File: src/rtl/csr_pkg.sv
// ----------------------------------------------------------------------------
// csr_pkg
// Shared definitions for the CSR cycle unit:
//   - CSR address constants for the cycle (and optional instret) counters
//   - rw_mode encodings (read / CSRRW / CSRRS / CSRRC)
//   - FSM state enum
//   - address decode and read-modify-write helper functions
// Build option: CSR_CYCLE_INSTRET_EN -- when defined, the instret counter
// addresses decode as legal; otherwise they are illegal.
// ----------------------------------------------------------------------------
package csr_pkg;

  localparam logic [11:0] ADDR_MCYCLE    = 12'hB00;
  localparam logic [11:0] ADDR_MCYCLEH   = 12'hB80;
  localparam logic [11:0] ADDR_CYCLE     = 12'hC00;
  localparam logic [11:0] ADDR_CYCLEH    = 12'hC80;
  localparam logic [11:0] ADDR_MINSTRET  = 12'hB02;
  localparam logic [11:0] ADDR_MINSTRETH = 12'hB82;
  localparam logic [11:0] ADDR_INSTRET   = 12'hC02;
  localparam logic [11:0] ADDR_INSTRETH  = 12'hC82;

`ifdef CSR_CYCLE_INSTRET_EN
  localparam logic INSTRET_EN = 1'b1;
`else
  localparam logic INSTRET_EN = 1'b0;
`endif

  typedef enum logic [1:0] {
    RW_READ  = 2'b00,
    RW_WRITE = 2'b01,
    RW_SET   = 2'b10,
    RW_CLEAR = 2'b11
  } rw_mode_e;

  typedef enum logic {
    ST_IDLE = 1'b0,
    ST_EXEC = 1'b1
  } state_e;

  // Result of decoding one CSR address.
  typedef struct packed {
    logic legal;    // address maps to an implemented counter half
    logic ro;       // user-mode read-only alias
    logic hi;       // selects the upper 32 bits
    logic instret;  // selects the instret counter instead of cycle
  } csr_dec_t;

  function automatic csr_dec_t csr_decode(input logic [11:0] addr,
                                          input logic        instret_en);
    csr_dec_t d;
    d = '0;
    case (addr)
      ADDR_MCYCLE:    begin d.legal = 1'b1; end
      ADDR_MCYCLEH:   begin d.legal = 1'b1; d.hi = 1'b1; end
      ADDR_CYCLE:     begin d.legal = 1'b1; d.ro = 1'b1; end
      ADDR_CYCLEH:    begin d.legal = 1'b1; d.ro = 1'b1; d.hi = 1'b1; end
      ADDR_MINSTRET:  begin d.legal = instret_en; d.instret = 1'b1; end
      ADDR_MINSTRETH: begin d.legal = instret_en; d.instret = 1'b1; d.hi = 1'b1; end
      ADDR_INSTRET:   begin d.legal = instret_en; d.instret = 1'b1; d.ro = 1'b1; end
      ADDR_INSTRETH:  begin
        d.legal   = instret_en;
        d.instret = 1'b1;
        d.ro      = 1'b1;
        d.hi      = 1'b1;
      end
      default: d = '0;
    endcase
    return d;
  endfunction

  // CSRRS/CSRRC with a zero operand are architecturally plain reads.
  function automatic logic csr_is_write(input rw_mode_e    mode,
                                        input logic [31:0] wdata);
    logic w;
    case (mode)
      RW_READ:  w = 1'b0;
      RW_WRITE: w = 1'b1;
      default:  w = (wdata != 32'h0);
    endcase
    return w;
  endfunction

  function automatic logic [31:0] csr_new_value(input rw_mode_e    mode,
                                                input logic [31:0] old,
                                                input logic [31:0] wdata);
    logic [31:0] v;
    case (mode)
      RW_WRITE: v = wdata;
      RW_SET:   v = old | wdata;
      RW_CLEAR: v = old & ~wdata;
      default:  v = old;
    endcase
    return v;
  endfunction

endpackage

File: src/rtl/csr_counter64.sv
// ----------------------------------------------------------------------------
// csr_counter64
// 64-bit event counter held as two 32-bit halves, each independently
// writable.
// Ports:
//   clk          clock, all state on rising edge
//   reset        synchronous active-high reset, clears both halves
//   i_inc        count enable for this cycle
//   i_wr_lo      load low half with i_wdata_lo (high half holds, no carry)
//   i_wr_hi      load high half with i_wdata_hi (low half keeps counting,
//                any carry out of low this cycle is dropped)
//   i_wdata_lo   low-half write data
//   i_wdata_hi   high-half write data
//   o_value      current 64-bit value {high, low}
// ----------------------------------------------------------------------------
module csr_counter64 (
  input  logic        clk,
  input  logic        reset,
  input  logic        i_inc,
  input  logic        i_wr_lo,
  input  logic        i_wr_hi,
  input  logic [31:0] i_wdata_lo,
  input  logic [31:0] i_wdata_hi,
  output logic [63:0] o_value
);

  logic [31:0] r_lo;
  logic [31:0] r_hi;
  logic        w_carry;

  // Carry into the high half only when low really increments past all-ones;
  // a low-half write replaces the increment, so it also suppresses the carry.
  assign w_carry = i_inc && !i_wr_lo && (r_lo == 32'hFFFF_FFFF);

  always_ff @(posedge clk) begin
    if (reset) begin
      r_lo <= 32'h0;
      r_hi <= 32'h0;
    end else begin
      if (i_wr_lo) begin
        r_lo <= i_wdata_lo;
      end else if (i_inc) begin
        r_lo <= r_lo + 32'd1;
      end

      // High-half write wins over a simultaneous carry.
      if (i_wr_hi) begin
        r_hi <= i_wdata_hi;
      end else if (w_carry) begin
        r_hi <= r_hi + 32'd1;
      end
    end
  end

  assign o_value = {r_hi, r_lo};

endmodule

File: src/rtl/csr_cycle_unit.sv
// ----------------------------------------------------------------------------
// csr_cycle_unit
// Serves Zicntr/machine cycle-counter CSR accesses from the execute stage.
// One request is accepted in IDLE, answered during the following EXEC cycle
// (rsp_valid for exactly that cycle), and any write commits at the end of
// EXEC. rdata carries the addressed half as it stood at the start of EXEC.
//
// Handshake: a request transfers on a rising edge where req_valid and
// req_ready are both 1; req_ready is high only in IDLE outside reset, so at
// most one request is in flight. The response is a single-cycle strobe
// (rsp_valid) with no back-pressure; rdata/rsp_err are zero when it is low.
//
// Ports:
//   clk, reset     clock and synchronous active-high reset
//   req_valid      request from execute stage
//   req_ready      unit can accept a request
//   csr_addr       CSR address (captured at acceptance)
//   rw_mode        00 read, 01 CSRRW, 10 CSRRS, 11 CSRRC (captured)
//   wdata          write operand (captured)
//   count_inhibit  freezes the cycle counter
//   instret_inc    instret increment (only with CSR_CYCLE_INSTRET_EN)
//   rsp_valid      response strobe
//   rdata          CSR value before the access, 0 on error
//   rsp_err        illegal address or write to a read-only alias
//
// Build option: CSR_CYCLE_INSTRET_EN adds the instret counter at
// 0xB02/0xB82 (RW) and 0xC02/0xC82 (RO) together with the instret_inc input.
// ----------------------------------------------------------------------------
module csr_cycle_unit
  import csr_pkg::*;
(
  input  logic        clk,
  input  logic        reset,
  input  logic        req_valid,
  output logic        req_ready,
  input  logic [11:0] csr_addr,
  input  logic [1:0]  rw_mode,
  input  logic [31:0] wdata,
  input  logic        count_inhibit,
`ifdef CSR_CYCLE_INSTRET_EN
  input  logic        instret_inc,
`endif
  output logic        rsp_valid,
  output logic [31:0] rdata,
  output logic        rsp_err
);

  // --------------------------------------------------------------------------
  // Request capture and FSM
  // --------------------------------------------------------------------------
  state_e      r_state;
  state_e      w_state_nxt;
  logic [11:0] r_addr;
  rw_mode_e    r_mode;
  logic [31:0] r_wdata;

  logic        w_accept;
  logic        w_exec;

  assign w_accept = req_valid && req_ready;

  always_ff @(posedge clk) begin
    if (reset) begin
      r_state <= ST_IDLE;
    end else begin
      r_state <= w_state_nxt;
    end
  end

  always_comb begin
    w_state_nxt = r_state;
    case (r_state)
      ST_IDLE: if (w_accept) w_state_nxt = ST_EXEC;
      ST_EXEC: w_state_nxt = ST_IDLE;
      default: w_state_nxt = ST_IDLE;
    endcase
  end

  // Reset is folded into both outputs so an EXEC cut short by reset neither
  // responds nor commits, and nothing is accepted while reset is held.
  always_comb begin
    req_ready = 1'b0;
    w_exec    = 1'b0;
    case (r_state)
      ST_IDLE: req_ready = !reset;
      ST_EXEC: w_exec    = !reset;
      default: begin
        req_ready = 1'b0;
        w_exec    = 1'b0;
      end
    endcase
  end

  // Operands are frozen at acceptance; later input changes are ignored.
  always_ff @(posedge clk) begin
    if (reset) begin
      r_addr  <= 12'h0;
      r_mode  <= RW_READ;
      r_wdata <= 32'h0;
    end else if (w_accept) begin
      r_addr  <= csr_addr;
      r_mode  <= rw_mode_e'(rw_mode);
      r_wdata <= wdata;
    end
  end

  // --------------------------------------------------------------------------
  // Decode and read-modify-write
  // --------------------------------------------------------------------------
  csr_dec_t    w_dec;
  logic        w_is_wr;
  logic        w_err;
  logic        w_commit;
  logic [63:0] w_cyc_val;
  logic [63:0] w_ins_val;
  logic [63:0] w_cnt_sel;
  logic [31:0] w_old;
  logic [31:0] w_new;

  assign w_dec     = csr_decode(r_addr, INSTRET_EN);
  assign w_is_wr   = csr_is_write(r_mode, r_wdata);
  assign w_err     = !w_dec.legal || (w_dec.ro && w_is_wr);
  assign w_commit  = w_exec && !w_err && w_is_wr;

  assign w_cnt_sel = w_dec.instret ? w_ins_val : w_cyc_val;
  assign w_old     = w_dec.hi ? w_cnt_sel[63:32] : w_cnt_sel[31:0];
  assign w_new     = csr_new_value(r_mode, w_old, r_wdata);

  // Per-counter, per-half write strobes.
  logic w_cyc_wr_lo;
  logic w_cyc_wr_hi;

  assign w_cyc_wr_lo = w_commit && !w_dec.instret && !w_dec.hi;
  assign w_cyc_wr_hi = w_commit && !w_dec.instret &&  w_dec.hi;

  // --------------------------------------------------------------------------
  // Counters
  // --------------------------------------------------------------------------
  csr_counter64 u_cycle (
    .clk        (clk),
    .reset      (reset),
    .i_inc      (!count_inhibit),
    .i_wr_lo    (w_cyc_wr_lo),
    .i_wr_hi    (w_cyc_wr_hi),
    .i_wdata_lo (w_new),
    .i_wdata_hi (w_new),
    .o_value    (w_cyc_val)
  );

`ifdef CSR_CYCLE_INSTRET_EN
  logic w_ins_wr_lo;
  logic w_ins_wr_hi;

  assign w_ins_wr_lo = w_commit && w_dec.instret && !w_dec.hi;
  assign w_ins_wr_hi = w_commit && w_dec.instret &&  w_dec.hi;

  csr_counter64 u_instret (
    .clk        (clk),
    .reset      (reset),
    .i_inc      (instret_inc),
    .i_wr_lo    (w_ins_wr_lo),
    .i_wr_hi    (w_ins_wr_hi),
    .i_wdata_lo (w_new),
    .i_wdata_hi (w_new),
    .o_value    (w_ins_val)
  );
`else
  // No instret counter: its addresses decode as illegal, so this value is
  // never returned.
  assign w_ins_val = 64'h0;
`endif

  // --------------------------------------------------------------------------
  // Response
  // --------------------------------------------------------------------------
  always_comb begin
    rsp_valid = w_exec;
    rsp_err   = 1'b0;
    rdata     = 32'h0;
    if (w_exec) begin
      rsp_err = w_err;
      rdata   = w_err ? 32'h0 : w_old;
    end
  end

endmodule

File: config.mk
export PLATFORM = sky130hd
export DESIGN_NAME = csr_cycle_unit
export DESIGN_NICKNAME = d
export VERILOG_FILES = /design/src/rtl/csr_pkg.sv /design/src/rtl/csr_counter64.sv /design/src/rtl/csr_cycle_unit.sv
export SDC_FILE = /design/constraint.sdc
export NUM_CORES = 1
export LEC_CHECK = 0
export ABC_AREA = 0
export BUFFER_PORTS_ARGS = -buffer_cell sky130_fd_sc_hd__buf_2
export CAP_MARGIN = 20
export CORE_MARGIN = 4
export CORE_UTILIZATION = 40
export CTS_BUF_LIST = sky130_fd_sc_hd__clkbuf_2 sky130_fd_sc_hd__clkbuf_4 sky130_fd_sc_hd__clkbuf_8
export DETAILED_ROUTE_END_ITERATION = 16
export PLACE_DENSITY_LB_ADDON = 0.1
export SETUP_SLACK_MARGIN = 0.15
export SYNTH_ARGS = -nofsm -noshare
export SYNTH_HDL_FRONTEND = slang
export SYNTH_HIERARCHICAL = 1
export SYNTH_SLANG_ARGS = --single-unit
File: constraint.sdc
create_clock -name clk -period 9 [get_ports clk]
set_clock_uncertainty 0.1 [all_clocks]
set_input_delay 0.45 -clock clk [delete_from_list [all_inputs] [get_ports clk]]
set_output_delay 0.45 -clock clk [all_outputs]
set_load 0.05 [all_outputs]
### Yosys cells after proc, flatten, opt, wreduce, memory -nomap -nowiden

Cells that the tools add are included.

| word-level totals | value |
|---|---|
| register bits after elaboration | 111 |
| output and inout port bits | 35 |
| logic and storage cells | 68 |

| cells by class | value |
|---|---|
| add/sub/neg operators | 2 |
| equal/unequal tests | 13 |
| mux-type cells | 19 |
| bitwise logic cells | 4 |
| reduce and logical (&&, ||, !) cells | 24 |

Operator list:

| kind | number |
|---|---|
| 32-bit two-way mux | 7 |
| 12-bit equality test, second input constant | 8 |
| 32-bit one-hot mux with 3 select lines | 1 |
| 32-bit by 1-bit adder with 32-bit output, second input constant | 2 |
| 64-bit two-way mux | 1 |
| 32-bit AND | 1 |
| 32-bit equality test, second input constant | 1 |
| 32-bit inverter | 1 |
| 32-bit OR | 1 |
| 32-bit nonzero test | 1 |
| 4-bit OR reduction | 4 |
| 1-bit logical AND | 9 |
| 1-bit two-way mux | 8 |
| 1-bit logical NOT | 7 |
| 2-bit equality test, second input constant | 2 |
| 1-bit one-hot mux with 2 select lines | 2 |
| 2-bit by 1-bit equality test with 1-bit output, second input constant | 1 |
| 2-bit logical NOT | 1 |
| 2-bit by 1-bit inequality test with 1-bit output, second input constant | 1 |
| 2-bit nonzero test | 1 |
| 1-bit logical OR | 1 |
| 1-bit inverter | 1 |

### Longest topological paths before layout

Gate-level depths: netlist of the first run.

| logic depth | value |
|---|---|
| depth after elaboration | 15 |
| depth in mapped cells | 12 |
| gate-level depth less buffers | 11 |

### Hierarchy

Netlist of the first run, hierarchy kept.

Modules (own cells, without submodules):

| module | instances | cells each | area each (um^2) |
|---|---|---|---|
| csr_counter64 | 1 | 445 | 3668.5 |
| csr_cycle_unit | 1 | 448 | 3279.4 |

### Worst setup path before layout of the first run

OpenSTA, ideal clock, no wires.

| timing | value |
|---|---|
| kind | input -> register |
| start | input port reset |
| end | register u_cycle.r_hi[13] |
| library setup time | 86 ps |
| data arrival time | 2950 ps |
| path slack | 5865 ps |
| stages | 11 |
| path buffers | 1 |
| cells stage by stage | nor2b_1 -> nand3b_1 -> or3b_2 -> nor2b_1 -> nand4b_1 -> nor3_1 -> nand4_4 -> buf_2 -> nor3_1 -> xnor2_1 -> a211oi_1 |

| between the ends | value |
|---|---|
| longest elaborated chain between the ends | 10 |

Ends and longest elaborated chain:

| what | line | source |
|---|---|---|
| from (decl) | csr_cycle_unit.sv:33 | `input logic reset,` |
| 1-bit logical NOT | csr_cycle_unit.sv:86 | `ST_EXEC: w_exec = !reset;` |
| 1-bit two-way mux | csr_cycle_unit.sv:84 | `case (r_state)` |
| 1-bit logical AND (2 in a row) | csr_cycle_unit.sv:123 | `assign w_commit = w_exec && !w_err && w_is_wr;` |
| 1-bit logical AND (2 in a row) | csr_cycle_unit.sv:133 | `assign w_cyc_wr_lo = w_commit && !w_dec.instret && !w_dec.hi;` |
| named net w_cyc_wr_lo | csr_cycle_unit.sv:130 | `logic w_cyc_wr_lo;` |
| 1-bit logical NOT | csr_counter64.sv:33 | `assign w_carry = i_inc && !i_wr_lo && (r_lo == 32'hFFFF_FFFF);` |
| 1-bit logical AND (2 in a row) | csr_counter64.sv:33 |  |
| 2-bit nonzero test (no source line) | - |  |
| to (signal assigned) | csr_counter64.sv:48 | `r_hi <= i_wdata_hi;` |
| to (signal assigned) | csr_counter64.sv:50 | `r_hi <= r_hi + 32'd1;` |
| to (decl) | csr_counter64.sv:28 | `logic [31:0] r_hi;` |

The timed path passes the listed nets, and every way through them passes these cells.
A chain may end at the register's enable or synchronous reset.

### Worst setup path after layout of the first run

| timing | value |
|---|---|
| start | register r_wdata[16] |
| end | register u_cycle.r_hi[25] |

| between the ends | value |
|---|---|
| longest elaborated chain between the ends | 13 |

Ends and longest elaborated chain:

| what | line | source |
|---|---|---|
| from (decl) | csr_cycle_unit.sv:55 | `logic [31:0] r_wdata;` |
| from (signal assigned) | csr_cycle_unit.sv:103 | `r_wdata <= wdata;` |
| 32-bit nonzero test * | csr_pkg.sv:78 | `default: w = (wdata != 32'h0);` |
| 1-bit one-hot mux with 2 select lines * | csr_pkg.sv:75 | `case (mode)` |
| 1-bit logical AND | csr_cycle_unit.sv:122 | `assign w_err = !w_dec.legal \|\| (w_dec.ro && w_is_wr);` |
| 1-bit logical OR | csr_cycle_unit.sv:122 |  |
| 1-bit logical NOT | csr_cycle_unit.sv:123 |  |
| 1-bit logical AND | csr_cycle_unit.sv:123 |  |
| 1-bit logical AND * | csr_cycle_unit.sv:123 |  |
| 1-bit logical AND * (2 in a row) | csr_cycle_unit.sv:133 |  |
| named net w_cyc_wr_lo | csr_cycle_unit.sv:130 |  |
| 1-bit logical NOT * | csr_counter64.sv:33 |  |
| 1-bit logical AND * (2 in a row) | csr_counter64.sv:33 |  |
| 2-bit nonzero test (no source line) * | - |  |

The timed path passes the listed nets; every way through them passes the cells marked *.

==> metrics, run 1 <==
htree depth 3; Synth Flop Type dfxtp_1; Post-Layout Cell Count 1166; post-synth top area share 0.320; Fmax 0.230 GHz; ys async rst share 0; Mean Syn Cell Area 7.78 µm²; count leader, synth nor2_1; CTS tree built; critical path class flip-flop to flip-flop; hold path depth 3; Syn Inst Count 893; Cell Chain, Critical Path nor4_1 -> nand4_1 -> o31ai_1 -> or3b_2 -> nor2b_1 -> buf_4 -> nand4b_1 -> or4_4 -> nor3_2 -> nand3_1 -> xor2_1 -> a211oi_1; proportion of synthesized area in mux cells 0.0778; sequential share of the synthesized area 0.320; status completed; sequential standard cell area 2220 µm²; Tmin final 4.34 ns; Buf/Inv on CP 1; top cell type by total area after synthesis dfxtp_1; layout cells sized above 1 0.162; dpl hpwl 14800 µm; Seq pwr share 0.568; CTS max path bufs 2; Post-route DRC 0; total grt overflow 0; die extent in x 140 µm; fin util 0.456; Core Area 16800 µm²; routability cong. 0.867; Post-CTS Hold Fix Bufs 0; Vias/cell 5.53; setup TNS 0 ns; Pint 0.651 mW; Die H 140 µm; initial antenna violation count 0; RSZ-0062 raised after global routing false; Clock Power Share 0.329; Post-Synth Simple-Gate Area 0.311; vias in the first global route 6171; reported leakage power 3.34 nW; Synth Area in Adders 0.00360; synthesized area 6950 µm²; maximum number of pins on one net before global-route repair 94; Crit path required time 9.20 ns; Synthesized Nets 945; Layout Nets 993; wire per inst 18.2 µm; CP Data Arrival Time 4.54 ns; Max stage delay on crit path 0.69 ns; hold slack 0.125 ns; largest family of logic cells by synthesized area simple AND/OR/NAND/NOR gates; VDD IR max 0.0749 mV; Yosys reg bits 111; clk sinks 111; CP endpoint kind flip-flop; initial cell density of the core 0.413; Max-Cap Viols 0; drt pass-1 iters 5; switching share of power 0.297; Area contributors post-synth dfxtp_1 (32%), nor2_1 (7.0%), nand2_1 (6.2%); Tot GR Track Use 0.218; drt initial violations 423; Worst-path clk slew 0.13 ns; dpl cells 1150; Slew Viols, Final 0; Routed Antenna Nets 0; measured slew at the worst slew-check pin 0.928 ns; post-synthesis compound-gate area fraction 0.171; worst skew pair latency 0.41 ns; Hold Path Class primary input to flip-flop; Commonest cells post-synth nor2_1 (130), nand2_1 (115), dfxtp_1 (111); die footprint 19500 µm²; Logic pwr share 0.103; Crit-path slowest cell nor4_1; cts bufs inserted 9; Setup violations, final 0; vias 6446; Critical Path Stages 12; Root Driver clkbuf_8; CP Launch Type flip-flop; top cell family by delay on the critical path simple AND/OR/NAND/NOR gates; Netlist cell types 62; max_slew headroom 0.376; period utilization 0.482; Site Rows 47; postcts setup bufs 0; pwr/cell area 121 nW/µm²; final hold violation count 0; number of flops mapped to enable cells by yosys 0; R2R depth 12; Syn-to-layout area delta 10.4%; CP Max Fanout 21; Routed WL 21300 µm; post-synthesis xor/xnor area fraction 0.0706; P_sw 0.275 mW; area of the multi-input gates 4420 µm²; Synthesis Warnings 6; global-route wire length before repair 34400 µm; Post-CTS Resized 0; FILL cells 1777; I/O pin count 85; ANT cells 0; number of port buffers 84
## per-stage QoR
step,setup slack (ns),area [µm²],total power [mW]
after detailed placement,4.73,7480,0.632
final,4.66,7670,0.926
after global routing,4.54,7670,0.970
after CTS,4.68,7670,0.936
after global placement,4.79,7480,0.631
after floorplan,5.86,6950,0.594
## metal layers
metal	vias to the layer above	global-route usage	share of wire
li1	3221	-	-
met1	3017	0.312	0.49
met2	183	0.333	0.44
met3	25	0.0449	0.049
met4	0	0.0571	0.020
met5	-	0	0
## power groups by stage
stage	combinational (mW)	sequential (mW)	clock, mW
after CTS	0.0951	0.526	0.315
after global placement	0.0947	0.537	0
after global routing	0.107	0.529	0.334
after detailed placement	0.0946	0.537	0
after floorplan	0.0628	0.531	0
final	0.0949	0.526	0.305
## state kept, by name (all words and copies together) (netlist names)
register      count
u_cycle/r_lo     32
r_addr           12
r_state           1
r_mode            2
u_cycle/r_hi     32
r_wdata          32
## layout make-up
cell class | instances | area share
Clock buffer | 9 | 0.0161
Clock inverter | 7 | 0.00816
Inverter | 16 | 0.00783
Multi-Input combinational cell | 708 | 0.577
Sequential cell | 111 | 0.290
Tap cell | 220 | 0.0359
Timing Repair Buffer | 95 | 0.0656
## worst reg2reg max path, stage by stage, from the launching register on
cell and delay [ns]:
dfxtp_1 0.35, nor4_1 0.69, nand4_1 0.22, o31ai_1 0.46
or3b_2 0.21, nor2b_1 0.04, buf_4 0.21, nand4b_1 0.23
or4_4 0.55, nor3_2 0.54, nand3_1 0.21, xor2_1 0.20
a211oi_1 0.24
## worst paths after layout
path / from / endpoint / slack, ns
worst max-delay path: r_wdata[16] / u_cycle/r_hi[25] / 4.66
worst min-delay path: csr_addr[8] / r_addr[8] / 0.12
worst max register to register: r_wdata[16] / u_cycle/r_hi[25] / 4.66
worst min register to register: r_addr[0] / r_addr[0] / 0.40
## placed cells by master, fill, tap and decap left out, types with 9 or more instances in the layout
master | netlist | layout
a21oi_1 | 19 | 19
xnor2_1 | 36 | 36
mux2i_2 | 9 | 9
dfxtp_1 | 111 | 111
o211a_1 | 29 | 29
clkbuf_8 | 0 | 9
o21ai_0 | 76 | 76
nand3_1 | 25 | 25
nor2_1 | 130 | 129
inv_1 | 16 | 16
mux2i_1 | 36 | 36
xor2_1 | 20 | 20
a211oi_1 | 29 | 29
nand2b_1 | 46 | 46
and3_1 | 9 | 9
nand2_1 | 115 | 115
nor3_1 | 14 | 14
buf_2 | 4 | 84
nor4_1 | 12 | 12
nand4_1 | 20 | 20
buf_4 | 1 | 11
## kinds of logic after synthesis
family                     after synthesis
muxes                                   49
xor gates and xnor gates                56
and+or+nand+nor                        424
DFF                                    111
buffers and inverters                   74
adders and majority gates                2
AOI/OAI and AO/OA                      177
No activity file was read; power rests on OpenSTA's default activity.
==> inputs of run 2 (changes only) <==
==> constraint.sdc (replaced) <==
create_clock -name clk -period 3.6 [get_ports clk]
set_clock_uncertainty 0.1 [all_clocks]
set_input_delay 0.18 -clock clk [delete_from_list [all_inputs] [get_ports clk]]
set_output_delay 0.18 -clock clk [all_outputs]
set_load 0.05 [all_outputs]
==> metrics, run 2 (same netlist as run 1, synthesis figures left out) <==
status completed; Layout Nets 1054 (+6.1%); RR Startpoint r_wdata[7]; initial antenna violation count 0 (unchanged); pwr/cell area 285 nW/µm² (+140%); period utilization 0.891 (+0.409); maximum number of pins on one net before global-route repair 93 (-1.1%); cts bufs inserted 9 (unchanged); global-route wire length before repair 35000 µm (+1.9%); CP Launch Type flip-flop; CTS tree built; Site Rows 47 (unchanged); number of port buffers 84 (unchanged); wire per inst 17.8 µm (-2.3%); measured slew at the worst slew-check pin 0.967 ns (+0.0390 ns); Max-Cap Viols 0 (unchanged); dpl hpwl 15000 µm (+1.6%); critical path class flip-flop to flip-flop; CP most frequent cell nand4_1; final instance area 8320 µm² (+8.5%); cell area after placement 7630 µm² (+2.0%); Vias/cell 5.37 (-2.9%); Post-Layout Cell Count 1227 (+5.2%); Die H 140 µm (unchanged); vias in the first global route 6186 (+0.24%); initial cell density of the core 0.413 (unchanged); VDD IR max 0.164 mV (+120%); Root Driver clkbuf_8; worst skew pair latency 0.40 ns (about the same); Fmax 0.312 GHz (+35%); drt initial violations 446 (+5.4%); Routed WL 21900 µm (+2.8%); die footprint 19500 µm² (unchanged); Tot GR Track Use 0.223 (+0.00503); routability cong. 0.851 (-1.8%); postcts setup bufs 0 (unchanged); hold path depth 3 (unchanged); Cell Chain, Critical Path nor4_1 -> buf_4 -> nand4_1 -> o31ai_2 -> or3b_2 -> nor2b_1 -> nand4b_1 -> or4_4 -> nor3_2 -> buf_6 -> nand4_1 -> xor2_1 -> a211oi_1; Hold Path Class primary input to flip-flop; Setup violations, final 0 (unchanged); most frequent cells in the layout nor2_1 (129), nand2_1 (115), dfxtp_1 (110); biggest regs r_wdata: 32 flops, u_cycle/r_hi: 32 flops, u_cycle/r_lo: 32 flops; layout cells sized above 1 0.174 (+0.0120); CP Data Arrival Time 3.41 ns (-1.13 ns); startpoint of the worst hold path reset; die extent in x 140 µm (unchanged); max_slew headroom 0.355 (-0.0203); Worst-path clk slew 0.11 ns (-0.02 ns); Max stage delay on crit path 0.56 ns (-0.13 ns); reported leakage power 3.63 nW (+8.7%); Slew Viols, Final 0 (unchanged); worst setup path start r_wdata[7]; RSZ-0062 raised after global routing false; setup TNS 0 ns (unchanged); CTS max path bufs 2 (unchanged); Core Area 16800 µm² (unchanged); clk sinks 111 (unchanged); Post-route DRC 0 (unchanged); Crit-path slowest cell or4_4; Syn-to-layout area delta 19.8%; most common cell after layout, fill and taps aside nor2_1; Crit path required time 3.80 ns (-5.40 ns); final hold violation count 0 (unchanged); R2R depth 13 (+1); ANT cells 0 (unchanged); CP endpoint kind flip-flop; htree depth 3 (unchanged); Routed Antenna Nets 0 (unchanged); CP Max Fanout 11 (-48%); dpl cells 1165 (+1.3%); drt pass-1 iters 5 (unchanged); hold slack 0.113 ns (-0.0122 ns); vias 6587 (+2.2%); total grt overflow 0 (unchanged); Tmin final 3.21 ns (-1.13 ns); I/O pin count 85 (unchanged)
run 2: cell count changes in the layout (fill, tap and decap cells not counted), moves of 2 or more:
| cell | before | now |
|---|---|---|
| nor4_2 | 7 | 10 |
| inv_6 | 3 | 1 |
| dlygate4sd3_1 | 0 | 46 |
| buf_12 | 0 | 3 |
| nor4_1 | 12 | 9 |
| buf_4 | 11 | 22 |
run 2: report_power, final:
group          total (mW)  internal (mW)  switching (mW)  leakage, nW
clock network       0.750          0.286           0.464       0.0935
logic               0.300          0.141           0.159         2.64
registers            1.32           1.27          0.0511        0.904
total                2.37           1.70           0.674         3.63
run 2: critical path: cells and delay by family, from the launching register on:
family	cells	cell delay, ns
and+or+nand+nor	8	1.68
AOI/OAI and AO/OA	2	0.47
DFF	1	0.35
buffers and inverters	2	0.34
xor gates and xnor gates	1	0.16
run 2: cell type report:
class / count / area (µm²)
flip-flops and latches: 111 / 2220
clock inverters: 5 / 42.5
repair buffers: 156 / 1120
multi-input cells: 708 / 4460
clock buffers: 11 / 145
fillers: 1699 / 8500
well taps: 220 / 275
inverters: 16 / 60.1
run 2: final timing paths:
| kind | endpoint | slack, ns |
|---|---|---|
| setup / recovery | u_cycle/r_hi[21] | 0.39 |
| setup reg to reg | u_cycle/r_hi[21] | 0.39 |
| hold reg to reg | r_addr[10] | 0.41 |
| hold / removal | u_cycle/r_hi[26] | 0.11 |
run 2: timing repair:
| action | in CTS | in global routing |
|---|---|---|
| gates resized for setup | 0 | 8 |
| endpoints found under the hold margin | 46 | 0 |
| setup endpoints to repair | 0 | 26 |
| hold buffers | 46 | 0 |
run 2: routing by layer:
metal	GRT usage	share of wire	vias up
li1	-	-	3338
met1	0.313	0.48	3094
met3	0.0395	0.043	18
met2	0.357	0.46	137
met5	0	0	-
met4	0.0510	0.016	0
run 2: through the flow:
| stage | util | power [mW] | setup slack, ns |
|---|---|---|---|
| 2_1_floorplan | - | 1.48 | 0.585 |
| 3_3_place_gp | 0.454 | 1.60 | 0.391 |
| 3_5_place_dp | 0.454 | 1.60 | 0.339 |
| 4_1_cts | 0.492 | 2.40 | 0.317 |
| 5_1_grt | 0.495 | 2.48 | 0.173 |
| 6_report | 0.495 | 2.37 | 0.392 |
==> inputs of run 3 (changes only) <==
==> constraint.sdc (replaced) <==
create_clock -name clk -period 3.6 [get_ports clk]
set_clock_uncertainty 0.1 [all_clocks]
set_input_delay 0.9 -clock clk [delete_from_list [all_inputs] [get_ports clk]]
set_output_delay 0.9 -clock clk [all_outputs]
set_load 0.05 [all_outputs]
==> metrics, run 3 (same netlist as run 1, synthesis figures left out) <==
Tot GR Track Use 0.217 (-0.00559); Site Rows 47 (unchanged); M2 GR Usage 0.346 (-0.0114); initial antenna violation count 0 (unchanged); FILL cells 1720 (+1.2%); routability cong. 0.832 (-2.2%); Post-CTS Hold Fix Bufs 0 (-100%); cts bufs inserted 9 (unchanged); total chip power 2.39 mW (+1.0%); Crit path required time 2.60 ns (-1.20 ns); R2R depth 13 (unchanged); drt initial violations 475 (+6.5%); P_sw 0.663 mW (-1.7%); Slew Viols, Final 0 (unchanged); VDD IR max 0.193 mV (+18%); CTS max path bufs 2 (unchanged); r2r endpoint u_cycle/r_hi[25]; CP Launch Type flip-flop; Post-route DRC 0 (unchanged); hold slack 0.407 ns (+0.294 ns); most common cell after layout, fill and taps aside nand2_1; CTS tree built; max_slew headroom 0.305 (-0.0506); status completed; Fmax 0.295 GHz (-5.4%); GRT busiest layer met2; vias in the first global route 6163 (-0.37%); drt pass-1 iters 5 (unchanged); Hold Path Class flip-flop to flip-flop; met3 GRT Util 0.0374 (-0.00206); Logic pwr share 0.113 (-0.014); Root Driver clkbuf_8; CP Data Arrival Time 2.39 ns (-1.02 ns); worst skew pair latency 0.39 ns (about the same); switching share of power 0.277 (-0.00781); reported leakage power 3.55 nW (-2.3%); sequential standard cell area 2230 µm² (+0.17%); setup TNS 0 ns (unchanged); Pint 1.73 mW (+2.1%); htree depth 3 (unchanged); Hold EP r_addr[10]; wire per inst 18.5 µm (+3.7%); vias 6577 (-0.15%); Max stage delay on crit path 0.37 ns (-0.19 ns); maximum number of pins on one net before global-route repair 96 (+3.2%); top cell family by delay on the critical path buffers and inverters; initial cell density of the core 0.413 (unchanged); CP endpoint kind output pin; area of the multi-input gates 4580 µm² (+2.6%); die footprint 19500 µm² (unchanged); Seq pwr share 0.552 (-0.005); hold path depth 2 (-1); Syn-to-layout area delta 19.7% (about the same); reg-to-reg slack, setup 0.40 ns (about the same); met1 global-route usage 0.311 (-0.00138); RR Startpoint r_wdata[20]; die extent in x 140 µm (unchanged); pwr/cell area 288 nW/µm² (+1.1%); biggest regs r_wdata: 32 flops, u_cycle/r_hi: 32 flops, u_cycle/r_lo: 32 flops; Buf/Inv on CP 4 (+2); RSZ-0062 raised after global routing true; most frequent cells in the layout nand2_1 (115), nor2_1 (111), dfxtp_1 (109); measured slew at the worst slew-check pin 1.04 ns (+0.0760 ns); CP most frequent cell buf_4; ANT cells 0 (unchanged); critical path class flip-flop to output pin; Tmin final 3.39 ns (+0.182 ns); total grt overflow 0 (unchanged); period utilization 0.942 (+0.0505); Clock Power Share 0.335 (+0.019); Routed WL 22000 µm (+0.44%); clk sinks 111 (unchanged); Crit-path slowest cell dfxtp_4; dpl ws 0.164 ns (-0.176 ns); Worst-path clk slew 0.11 ns (about the same); global-route wire length before repair 34200 µm (-2.3%); Vias/cell 5.53 (+3.0%); Die H 140 µm (unchanged); Setup violations, final 0 (unchanged); layout cells sized above 1 0.215 (+0.0409); startpoint of the worst hold path r_addr[10]; Final WS setup 0.210 ns (-0.182 ns); Max-Cap Viols 0 (unchanged); Routed Antenna Nets 0 (unchanged); number of port buffers 84 (unchanged); Layout Nets 1017 (-3.5%); final hold violation count 0 (unchanged); I/O pin count 85 (unchanged); Core Area 16800 µm² (unchanged); CP Max Fanout 6 (-5); Cell Chain, Critical Path nor4_4 -> buf_4 -> nand4_1 -> o31ai_2 -> buf_4 -> o21bai_4 -> clkbuf_16 -> nor2_1 -> buf_6; dpl hpwl 15000 µm (+0.12%)
==> run 3: changes by cell type in the layout (fill, tap and decap cells not counted), sizes merged <==
cell	before	now
buf	110	118
dlygate4sd3	46	0
bufinv	0	1
clkbuf	11	12
clkinv	3	1
==> run 3: area by class of cell <==
type                       instances  area share
multi-input combinational        708       0.550
sequential                       111       0.268
timing repair buffer             119       0.118
tap                              220      0.0331
clock buffer                      11      0.0174
inverter                          16     0.00722
clock inverter                     4     0.00662
==> run 3: routing by layer <==
metal  vias up  part of all wire
met1      3133              0.49
met4         0             0.013
li1       3262                 -
met3        21             0.042
met2       161              0.46
met5         -                 0
==> run 3: worst reg2reg max path, cell delays in order, from the launching register on <==
cell      delay, ns
dfxtp_4        0.37
nor4_4         0.26
buf_4          0.17
nand4_1        0.15
o31ai_2        0.27
or3b_2         0.18
nor2b_1        0.05
nand4b_1       0.20
or4_4          0.56
nor3_2         0.14
buf_6          0.17
nand3_1        0.10
xor2_1         0.16
a211oi_1       0.24
==> run 3: how the worst max path moves through the flow <==
stage / from / endpoint / slack, ns / cells past startpoint
finish: r_wdata[20] / rdata[3] / 0.21 / 9
CTS: r_wdata[25] / rdata[17] / 0.17 / 9
global route: r_wdata[20] / rdata[4] / 0.06 / 9
floorplan: reset / rdata[0] / -0.04 / 5
detailed placement: r_wdata[10] / u_cycle/r_hi[25] / 0.16 / 12
global placement: r_wdata[10] / u_cycle/r_hi[24] / 0.26 / 12
==> run 3: metrics by stage <==
stage	instance area (µm²)	std cells	util
after floorplan	6950	893	-
after global placement	7700	1171	0.458
after detailed placement	7700	1171	0.458
after CTS	8010	1186	0.476
after global routing	8320	1189	0.495
final	8320	1189	0.495
==> run 3: power by group through the flow <==
stage	registers (mW)	logic [mW]	clock network, mW
final	1.32	0.270	0.801
after global routing	1.33	0.299	0.867
after CTS	1.32	0.264	0.823
after detailed placement	1.34	0.258	0
after global placement	1.34	0.258	0
after floorplan	1.33	0.157	0
==> run 3: repair_timing <==
action,in CTS,in global routing
pin swaps,1,2
gates cloned,0,2
endpoints found under the setup margin,35,38
gates resized for setup,36,81
setup buffers,0,1
